===== src/rtl/i2c_read_rdata_if.sv =====
// i2c_read_rdata_if: request, I2C line and status signals of the register-read master.
interface i2c_read_rdata_if;
    logic        GO;
    logic [7:0]  SLAVE_ADDRESS;
    logic [15:0] POINTER;
    logic        SDAI;
    logic        SDAO;
    logic        SCLO;
    logic        END_OK;
    logic        ACK_OK;
    logic [15:0] RDATA;
    logic [7:0]  ST;
    modport master (
        input  GO, SLAVE_ADDRESS, POINTER, SDAI,
        output SDAO, SCLO, END_OK, ACK_OK, RDATA, ST
    );
    modport slave (
        output GO, SLAVE_ADDRESS, POINTER, SDAI,
        input  SDAO, SCLO, END_OK, ACK_OK, RDATA, ST
    );
endinterface


===== src/rtl/i2c_read_rdata.sv =====
// i2c_read_rdata: I2C master doing pointer write, repeated START and 16-bit read.
// Define I2C_READ_NACK_ABORT_EN to jump to STOP right after any slave NACK.
module i2c_read_rdata (
    input  logic             PT_CK,
    input  logic             RESET_N,
    i2c_read_rdata_if.master bus
);
    typedef enum logic [2:0] {IDLE, ARM, START, XFER, RSTART, ABORT, STOP} state_t;
    state_t      st;
    logic [1:0]  ph, cnt;
    logic [3:0]  bi;
    logic [2:0]  by;
    logic [15:0] sh, rdata;
    logic        sdao, sclo, end_ok, ack_ok, nack, abort;

    // Bytes 0-3 are master-driven (address/pointer/address), 4-5 are slave data.
    function automatic logic bit_val(input logic [2:0] b, input logic [3:0] i,
                                     input logic [6:0] a, input logic [15:0] p);
        logic [7:0] d;
        d = b == 3'd0 ? {a, 1'b0} : b == 3'd1 ? p[15:8] : b == 3'd2 ? p[7:0] :
            b == 3'd3 ? {a, 1'b1} : 8'hff;
        return i == 4'd8 ? b != 3'd4 : d[3'(4'd7 - i)];
    endfunction

`ifdef I2C_READ_NACK_ABORT_EN
    assign abort = bi == 4'd8 && by < 3'd4 && bus.SDAI;
`else
    assign abort = 1'b0;
`endif

    always_ff @(posedge PT_CK or negedge RESET_N) begin
        if (!RESET_N) begin
            st <= IDLE;
            sdao <= 1'b1;
            sclo <= 1'b1;
            end_ok <= 1'b1;
            ack_ok <= 1'b0;
            rdata <= '0;
            sh <= '0;
            bi <= '0;
            by <= '0;
            ph <= '0;
            cnt <= '0;
            nack <= 1'b0;
        end else begin
            case (st)
                IDLE: if (bus.GO) st <= ARM;
                ARM: if (!bus.GO) begin
                    st <= START;
                    end_ok <= 1'b0;
                    ack_ok <= 1'b0;
                    nack <= 1'b0;
                    sdao <= 1'b0;
                    cnt <= '0;
                end
                START: if (cnt == 2'd0) begin
                    sclo <= 1'b0;
                    cnt <= 2'd1;
                end else begin
                    st <= XFER;
                    by <= '0;
                    bi <= '0;
                    ph <= '0;
                    sdao <= bit_val(3'd0, 4'd0, bus.SLAVE_ADDRESS[7:1], bus.POINTER);
                end
                XFER: if (ph != 2'd2) begin
                    ph <= ph + 2'd1;
                    sclo <= 1'b1;
                end else begin
                    ph <= '0;
                    sclo <= 1'b0;
                    if (bi < 4'd8 && by > 3'd3) sh <= {sh[14:0], bus.SDAI};
                    if (bi == 4'd8 && by < 3'd4 && bus.SDAI) nack <= 1'b1;
                    if (bi != 4'd8) begin
                        bi <= bi + 4'd1;
                        sdao <= bit_val(by, bi + 4'd1, bus.SLAVE_ADDRESS[7:1], bus.POINTER);
                    end else if (abort) begin
                        st <= ABORT;
                    end else if (by == 3'd2) begin
                        st <= RSTART;
                        sdao <= 1'b1;
                        cnt <= '0;
                    end else if (by == 3'd5) begin
                        st <= STOP;
                        sdao <= 1'b0;
                        cnt <= '0;
                        ack_ok <= !nack;
                        if (!nack) rdata <= sh;
                    end else begin
                        by <= by + 3'd1;
                        bi <= '0;
                        sdao <= bit_val(by + 3'd1, 4'd0, bus.SLAVE_ADDRESS[7:1], bus.POINTER);
                    end
                end
                RSTART: begin
                    cnt <= cnt + 2'd1;
                    if (cnt == 2'd0) sclo <= 1'b1;
                    if (cnt == 2'd1) sdao <= 1'b0;
                    if (cnt == 2'd2) sclo <= 1'b0;
                    if (cnt == 2'd3) begin
                        st <= XFER;
                        by <= 3'd3;
                        bi <= '0;
                        sdao <= bit_val(3'd3, 4'd0, bus.SLAVE_ADDRESS[7:1], bus.POINTER);
                    end
                end
                // One SCL-low cycle after the NACK slot before the STOP sequence.
                ABORT: begin
                    st <= STOP;
                    sdao <= 1'b0;
                    cnt <= '0;
                end
                STOP: begin
                    cnt <= cnt + 2'd1;
                    if (cnt == 2'd0) sclo <= 1'b1;
                    if (cnt == 2'd1) sdao <= 1'b1;
                    if (cnt == 2'd2) begin
                        st <= IDLE;
                        end_ok <= 1'b1;
                    end
                end
                default: st <= IDLE;
            endcase
        end
    end

    assign bus.SDAO = sdao;
    assign bus.SCLO = sclo;
    assign bus.END_OK = end_ok;
    assign bus.ACK_OK = ack_ok;
    assign bus.RDATA = rdata;
    assign bus.ST = {5'd0, st};
endmodule


===== src/flat_wrapper.sv =====
// flat-port wrapper written by rule: the top's interface ports become plain ports
module i2c_read_rdata_flat 
  (PT_CK, RESET_N, bus_GO, bus_SLAVE_ADDRESS, bus_POINTER, bus_SDAI, bus_SDAO, bus_SCLO, bus_END_OK, bus_ACK_OK, bus_RDATA, bus_ST);
  i2c_read_rdata_if bus_i ();
  input  logic PT_CK;
  input  logic RESET_N;
  input wire logic [$bits(bus_i.GO)-1:0] bus_GO;
  input wire logic [$bits(bus_i.SLAVE_ADDRESS)-1:0] bus_SLAVE_ADDRESS;
  input wire logic [$bits(bus_i.POINTER)-1:0] bus_POINTER;
  input wire logic [$bits(bus_i.SDAI)-1:0] bus_SDAI;
  output wire logic [$bits(bus_i.SDAO)-1:0] bus_SDAO;
  output wire logic [$bits(bus_i.SCLO)-1:0] bus_SCLO;
  output wire logic [$bits(bus_i.END_OK)-1:0] bus_END_OK;
  output wire logic [$bits(bus_i.ACK_OK)-1:0] bus_ACK_OK;
  output wire logic [$bits(bus_i.RDATA)-1:0] bus_RDATA;
  output wire logic [$bits(bus_i.ST)-1:0] bus_ST;
  assign bus_i.GO = bus_GO;
  assign bus_i.SLAVE_ADDRESS = bus_SLAVE_ADDRESS;
  assign bus_i.POINTER = bus_POINTER;
  assign bus_i.SDAI = bus_SDAI;
  assign bus_SDAO = bus_i.SDAO;
  assign bus_SCLO = bus_i.SCLO;
  assign bus_END_OK = bus_i.END_OK;
  assign bus_ACK_OK = bus_i.ACK_OK;
  assign bus_RDATA = bus_i.RDATA;
  assign bus_ST = bus_i.ST;
  i2c_read_rdata u_core (.PT_CK(PT_CK), .RESET_N(RESET_N), .bus(bus_i));
endmodule

===== config.mk =====
export PLATFORM = sky130hd
export DESIGN_NAME = i2c_read_rdata_flat
export DESIGN_NICKNAME = d
export VERILOG_FILES = /design/src/rtl/i2c_read_rdata_if.sv /design/src/rtl/i2c_read_rdata.sv /design/src/flat_wrapper.sv
export SDC_FILE = /design/constraint.sdc
export NUM_CORES = 1
export LEC_CHECK = 0
export CAP_MARGIN = 10
export CORE_MARGIN = 2
export CORE_UTILIZATION = 52
export DETAILED_ROUTE_END_ITERATION = 8
export PLACE_DENSITY = 0.88
export SETUP_SLACK_MARGIN = 0.2
export SKIP_CTS_REPAIR_TIMING = 1
export SYNTH_ARGS = -nofsm -noshare
export SYNTH_HDL_FRONTEND = slang
export SYNTH_SLANG_ARGS = --single-unit

===== constraint.sdc =====
create_clock -name PT_CK -period 3.25 [get_ports PT_CK]
set_clock_uncertainty 0.2 [all_clocks]
set_input_delay 0.65 -clock PT_CK [delete_from_list [all_inputs] [get_ports PT_CK]]
set_output_delay 0.65 -clock PT_CK [all_outputs]
set_load 0.02 [all_outputs]

# After elaboration in Yosys (flattened, before gate mapping)
# Index checks and enable logic that the tools add are counted.
[totals] regBits=51 inputBits=28 out_inout_bits=28 wordCells=160
[classes] add_sub_neg=5 order_cmp=4 eq_ne=38 n_mux=69 n_bitwise=4 n_reduce_logical=28
[ops] operator="two-way mux 8 bit" n=8
[ops] operator="two-way mux 3 bit" n=14
[ops] operator="AND reduction 6 bit" n=5
[ops] operator="two-way mux 4 bit" n=6
[ops] operator="two-way mux 1 bit" n=22
[ops] operator="one-hot mux 3 bit (7 select lines)" n=1
[ops] operator="== test 3 x 2 -> 1 bit, second input constant" n=6
[ops] operator="two-way mux 2 bit" n=8
[ops] operator="!= test 2 bit, second input constant" n=8
[ops] operator="== test 3 bit, second input constant" n=4
[ops] operator="!= test 2 x 1 -> 1 bit, second input constant" n=6
[ops] operator="one-hot mux 4 bit (3 select lines)" n=1
[ops] operator="one-hot mux 2 bit (5 select lines)" n=1
[ops] operator="== test 3 x 1 -> 1 bit, second input constant" n=3
[ops] operator="zero test 3 bit" n=3
[ops] operator="one-hot mux 3 bit (3 select lines)" n=1
[ops] operator="== test 4 bit, second input constant" n=2
[ops] operator="AND reduction 8 bit" n=1
[ops] operator="AND reduction 7 bit" n=1
[ops] operator="!= test 3 x 1 -> 1 bit, second input constant" n=2
[ops] operator="!= test 3 x 2 -> 1 bit, second input constant" n=2
[ops] operator="one-hot mux 1 bit (2 select lines)" n=3
[ops] operator="one-hot mux 1 bit (6 select lines)" n=1
[ops] operator="AND reduction 3 bit" n=2
[ops] operator="27 further kinds" n=37

# Longest topological paths before layout
[depth] depth_word=11 mapped_depth=9 mapped_depth_nobuf=8

# Worst setup path after synthesis
# Ideal clock, no wire load.
[synth_timing] path_kind="register to register" startpoint="register u_core.bi[0]" endpoint="register u_core.rdata[0] (netlist: u_core.bus.RDATA[0])" setup_ns=0.125 t_arrival_ns=1.995 required_time_ns=2.925 path_slack_ns=0.930 stages_incl_launch_ff=10 n_path_buf=2 period_less_slack_ns=2.320 cell_sequence="dfrtp_1 clkbuf_1 inv_1 ha_1 nand2_1 nor2_2 nand4_1 nor2_4 buf_4 mux2_2"
[synth_via] elab_chain_cells=3
[synth_lines] item="start: declaration" line="i2c_read_rdata.sv:11" text="logic [3:0] bi;"
[synth_lines] item="start signal: assignment" line="i2c_read_rdata.sv:75" text="bi <= bi + 4'd1;"
[synth_lines] item="!= test 4 bit" line="i2c_read_rdata.sv:74" text="if (bi != 4'd8) begin"
[synth_lines] item="NOT 1 bit (no line)"
[synth_lines] item="AND reduction 6 bit (no line)"
[synth_lines] item="end signal: assignment" line="i2c_read_rdata.sv:88" text="if (!nack) rdata <= sh;"
[synth_lines] item="end: declaration" line="i2c_read_rdata.sv:13" text="logic [15:0] sh, rdata;"
# No other way between the ends.
# A chain may end at the register's enable or synchronous reset.

# Worst setup path in the final report
[layout_timing] startpoint="register u_core.by[1]" endpoint="register u_core.st[0]"
[layout_via] elab_chain_cells=5 elab_cells_between_ends=8 cone_classes="3 x eq/ne; 4 x mux; 1 x reduce/logical"
[layout_lines] item="start: declaration" line="i2c_read_rdata.sv:12" text="logic [2:0] by;"
[layout_lines] item="start signal: assignment" line="i2c_read_rdata.sv:90" text="by <= by + 3'd1;"
[layout_lines] item="== test 3 x 2 -> 1 bit" line="i2c_read_rdata.sv:79" text="end else if (by == 3'd2) begin"
[layout_lines] item="two-way mux 3 bit" line="i2c_read_rdata.sv:79"
[layout_lines] item="two-way mux 3 bit" line="i2c_read_rdata.sv:74"
[layout_lines] item="two-way mux 3 bit" line="i2c_read_rdata.sv:66" text="XFER: if (ph != 2'd2) begin"
[layout_lines] item="one-hot mux 3 bit (7 select lines)" line="i2c_read_rdata.sv:46" text="case (st)"
[layout_lines] item="end signal: assignment" line="i2c_read_rdata.sv:47" text="IDLE: if (bus.GO) st <= ARM;"
[layout_lines] item="end signal: assignment" line="i2c_read_rdata.sv:49" text="st <= START;"
[layout_lines] item="end signal: assignment" line="i2c_read_rdata.sv:80" text="st <= RSTART;"
[layout_lines] item="end: declaration" line="i2c_read_rdata.sv:9" text="state_t st;"
# Several ways; a longest one is shown, not always the timed one. The select of a mux whose other input is x is not followed.

==> out/qor.yml <==
outcome: "finished clean"
root_buffer: "clkbuf_8"
grt_usage_pct: 21.4
post-place-ws_ns: 0.630
clk_path_buf_depth: 2
critPathMaxFanout: 11
rows: 27
fin_crit_sh_pct: 80.6
seq_power_share_pct: 58.1
vias_per_cell: 5.79
total_power_mw: 1.10
synth_edf_count: 0
design_area_mm2: 0.00351
grt_pass1_wl_um: 10500
rsz0062_at_grt: "false"
vias: 2283
setup_viol: 0
reg2reg_depth: 7
drt-wirelength-per-cell_um: 15.4
drive_gt1_share_pct: 17.4
layout_common_cells: "48 x clkdlybuf4s50_1, 48 x dfrtp_1, 32 x mux2_2"
antenna_found_initial: 0
area_delta_synth_final_pct: 21.4
fmax_ghz: 0.382
combPwrFrac_pct: 6.0
final_nets: 362
p_int_uw: 831
pwr_density_cell_mw_per_mm2: 313
core_area_mm2: 0.00544
maxSlewViolCount: 0
cts.sinks: 51
dp_hpwl_um: 4390
clock_latency_ns: 0.32
grt_start_max_net_pins: 28
drc: 0
routabilityCongestion: 0.855
ys_types: 56
clkPwrFrac_pct: 35.9
cap_viol_max_count: 0
start_util_pct: 53.1
dr.pass1.iters: 5
die-area_mm2: 0.00617
die_y_um: 78.5
cp-start-kind: "register"
finalWorstSetupSlack_ns: 0.632
synth.avg_cell_area_um2: 10.6
seq_area_frac_synth_pct: 44.3
port_buffers: 49
drtIter0Drc: 187
cts_tree: "yes"
cp.required_ns: 3.25
grt-ovfl-total: 0
wl_um: 6050
cts_buffers: 5
irDropWorstVdd_mv: 0.244
cts.clk_slew.worst_paths_ns: 0.11
ys_warn_count: 0
endpoint_kind: "register"
fill_cells: 414
top_level_ports: 56
fin_cells: 394
postPlaceCellArea_mm2: 0.00341
final_util_pct: 64.5
critical_path_class: "reg -> reg"
holdWs_ns: 0.108
die_x_um: 78.5
tns_ns: 0
synth_area_mm2: 0.00289
worst_pin_slew_ns: 0.565
finalCriticalPeriod_ns: 2.62
async_flop_share_pct: 100
cp.arrival_ns: 2.62
p_switching_uw: 265
grt_pass1_vias: 2243
dp_cells: 386
hold_viol: 0
syn_inst: 273
hold_path_class: "in -> async"
synth_ff_type: "dfrtp_1"
relSlewSlack_pct: 62.3
antenna_left: 0
antenna_cells: 0
switching_share_pct: 24.2
p_leak_nw: 1.57
cts_max_level: 2
synth-seq-cells: 51
registers in the layout, summed over array words and instances, names as in the netlist:
name,flops
u_core.bus.RDATA,16
u_core.bi,4
u_core.ph,2
u_core.sh,16
u_core.cnt,2
u_core.nack,1
u_core.bus.END_OK,1
u_core.bus.SCLO,1
u_core.bus.SDAO,1
u_core.by,3
u_core.st,3
u_core.bus.ACK_OK,1
cell type report:
type	instances	area, µm²	area share [%]
clock buffer	5	68.8	1.96
clock inverter	3	26.3	0.749
inverter	12	45.0	1.28
multi-input combinational	199	1490	42.5
sequential	51	1280	36.5
tap	72	90.1	2.57
timing repair buffer	52	508	14.5
cells in the mapped netlist (4+ instances only):
| cell | number | area [µm²] |
|---|---|---|
| a21oi_1 | 11 | 55.1 |
| buf_4 | 6 | 45.0 |
| clkbuf_1 | 4 | 15.0 |
| dfrtp_1 | 48 | 1200 |
| ha_1 | 13 | 163 |
| inv_1 | 12 | 45.0 |
| mux2_2 | 32 | 360 |
| nand2_1 | 18 | 67.6 |
| nand2b_1 | 6 | 37.5 |
| nand3_1 | 6 | 30.0 |
| nor2_1 | 8 | 30.0 |
| nor2b_1 | 10 | 62.6 |
| nor3b_1 | 4 | 30.0 |
| o21ai_0 | 20 | 100 |
| o22ai_1 | 9 | 56.3 |
critical path: stages, from the launching register on:
cell	delay (ns)
dfrtp_1	0.46
inv_1	0.13
ha_1	0.37
inv_1	0.21
o21ai_1	0.27
a31oi_1	0.16
a311o_1	0.37
mux2_1	0.33
final timing paths:
check | from | to | slack, ns
setup / recovery | u_core.by[1]$_DFFE_PN0P_ | u_core.st[0]$_DFFE_PN0P_ | 0.63
hold / removal | RESET_N | u_core.bus.RDATA[12]$_DFFE_PN0P_ | 0.11
setup reg to reg | u_core.by[1]$_DFFE_PN0P_ | u_core.st[0]$_DFFE_PN0P_ | 0.63
hold reg to reg | u_core.bus.SDAO$_DFFE_PN1P_ | u_core.bus.SDAO$_DFFE_PN1P_ | 0.28
max in group asynchronous | RESET_N | u_core.bus.END_OK$_DFFE_PN1P_ | 1.95
min in group PT_CK | u_core.bus.SDAO$_DFFE_PN1P_ | u_core.bus.SDAO$_DFFE_PN1P_ | 0.28
per-layer routing:
metal	routed length, µm	vias up	track usage [%]
li1	-	1084	-
met1	2570	1126	27.6
met2	3110	60	34.1
met3	243	13	4.71
met4	132	0	10.2
met5	0	-	0
kinds of logic after synthesis:
| family | after synthesis | synth area share (%) |
|---|---|---|
| compound gates | 77 | 18.1 |
| simple gates | 68 | 13.3 |
| flops | 51 | 44.3 |
| mux | 33 | 12.9 |
| buf+inv | 27 | 4.68 |
| fa+ha+maj | 13 | 5.63 |
| xor+xnor | 3 | 0.910 |
| other cells | 1 | 0.130 |
power groups by stage:
| stage | logic, mW | clock network, mW | registers [mW] |
|---|---|---|---|
| final | 0.0655 | 0.394 | 0.637 |
| after global routing | 0.0728 | 0.428 | 0.637 |
| after CTS | 0.0662 | 0.404 | 0.637 |
| after detailed placement | 0.0662 | 0 | 0.649 |
| after global placement | 0.0657 | 0 | 0.649 |
| after floorplan | 0.0215 | 0 | 0.650 |
Power figures use the tool's default switching activity.
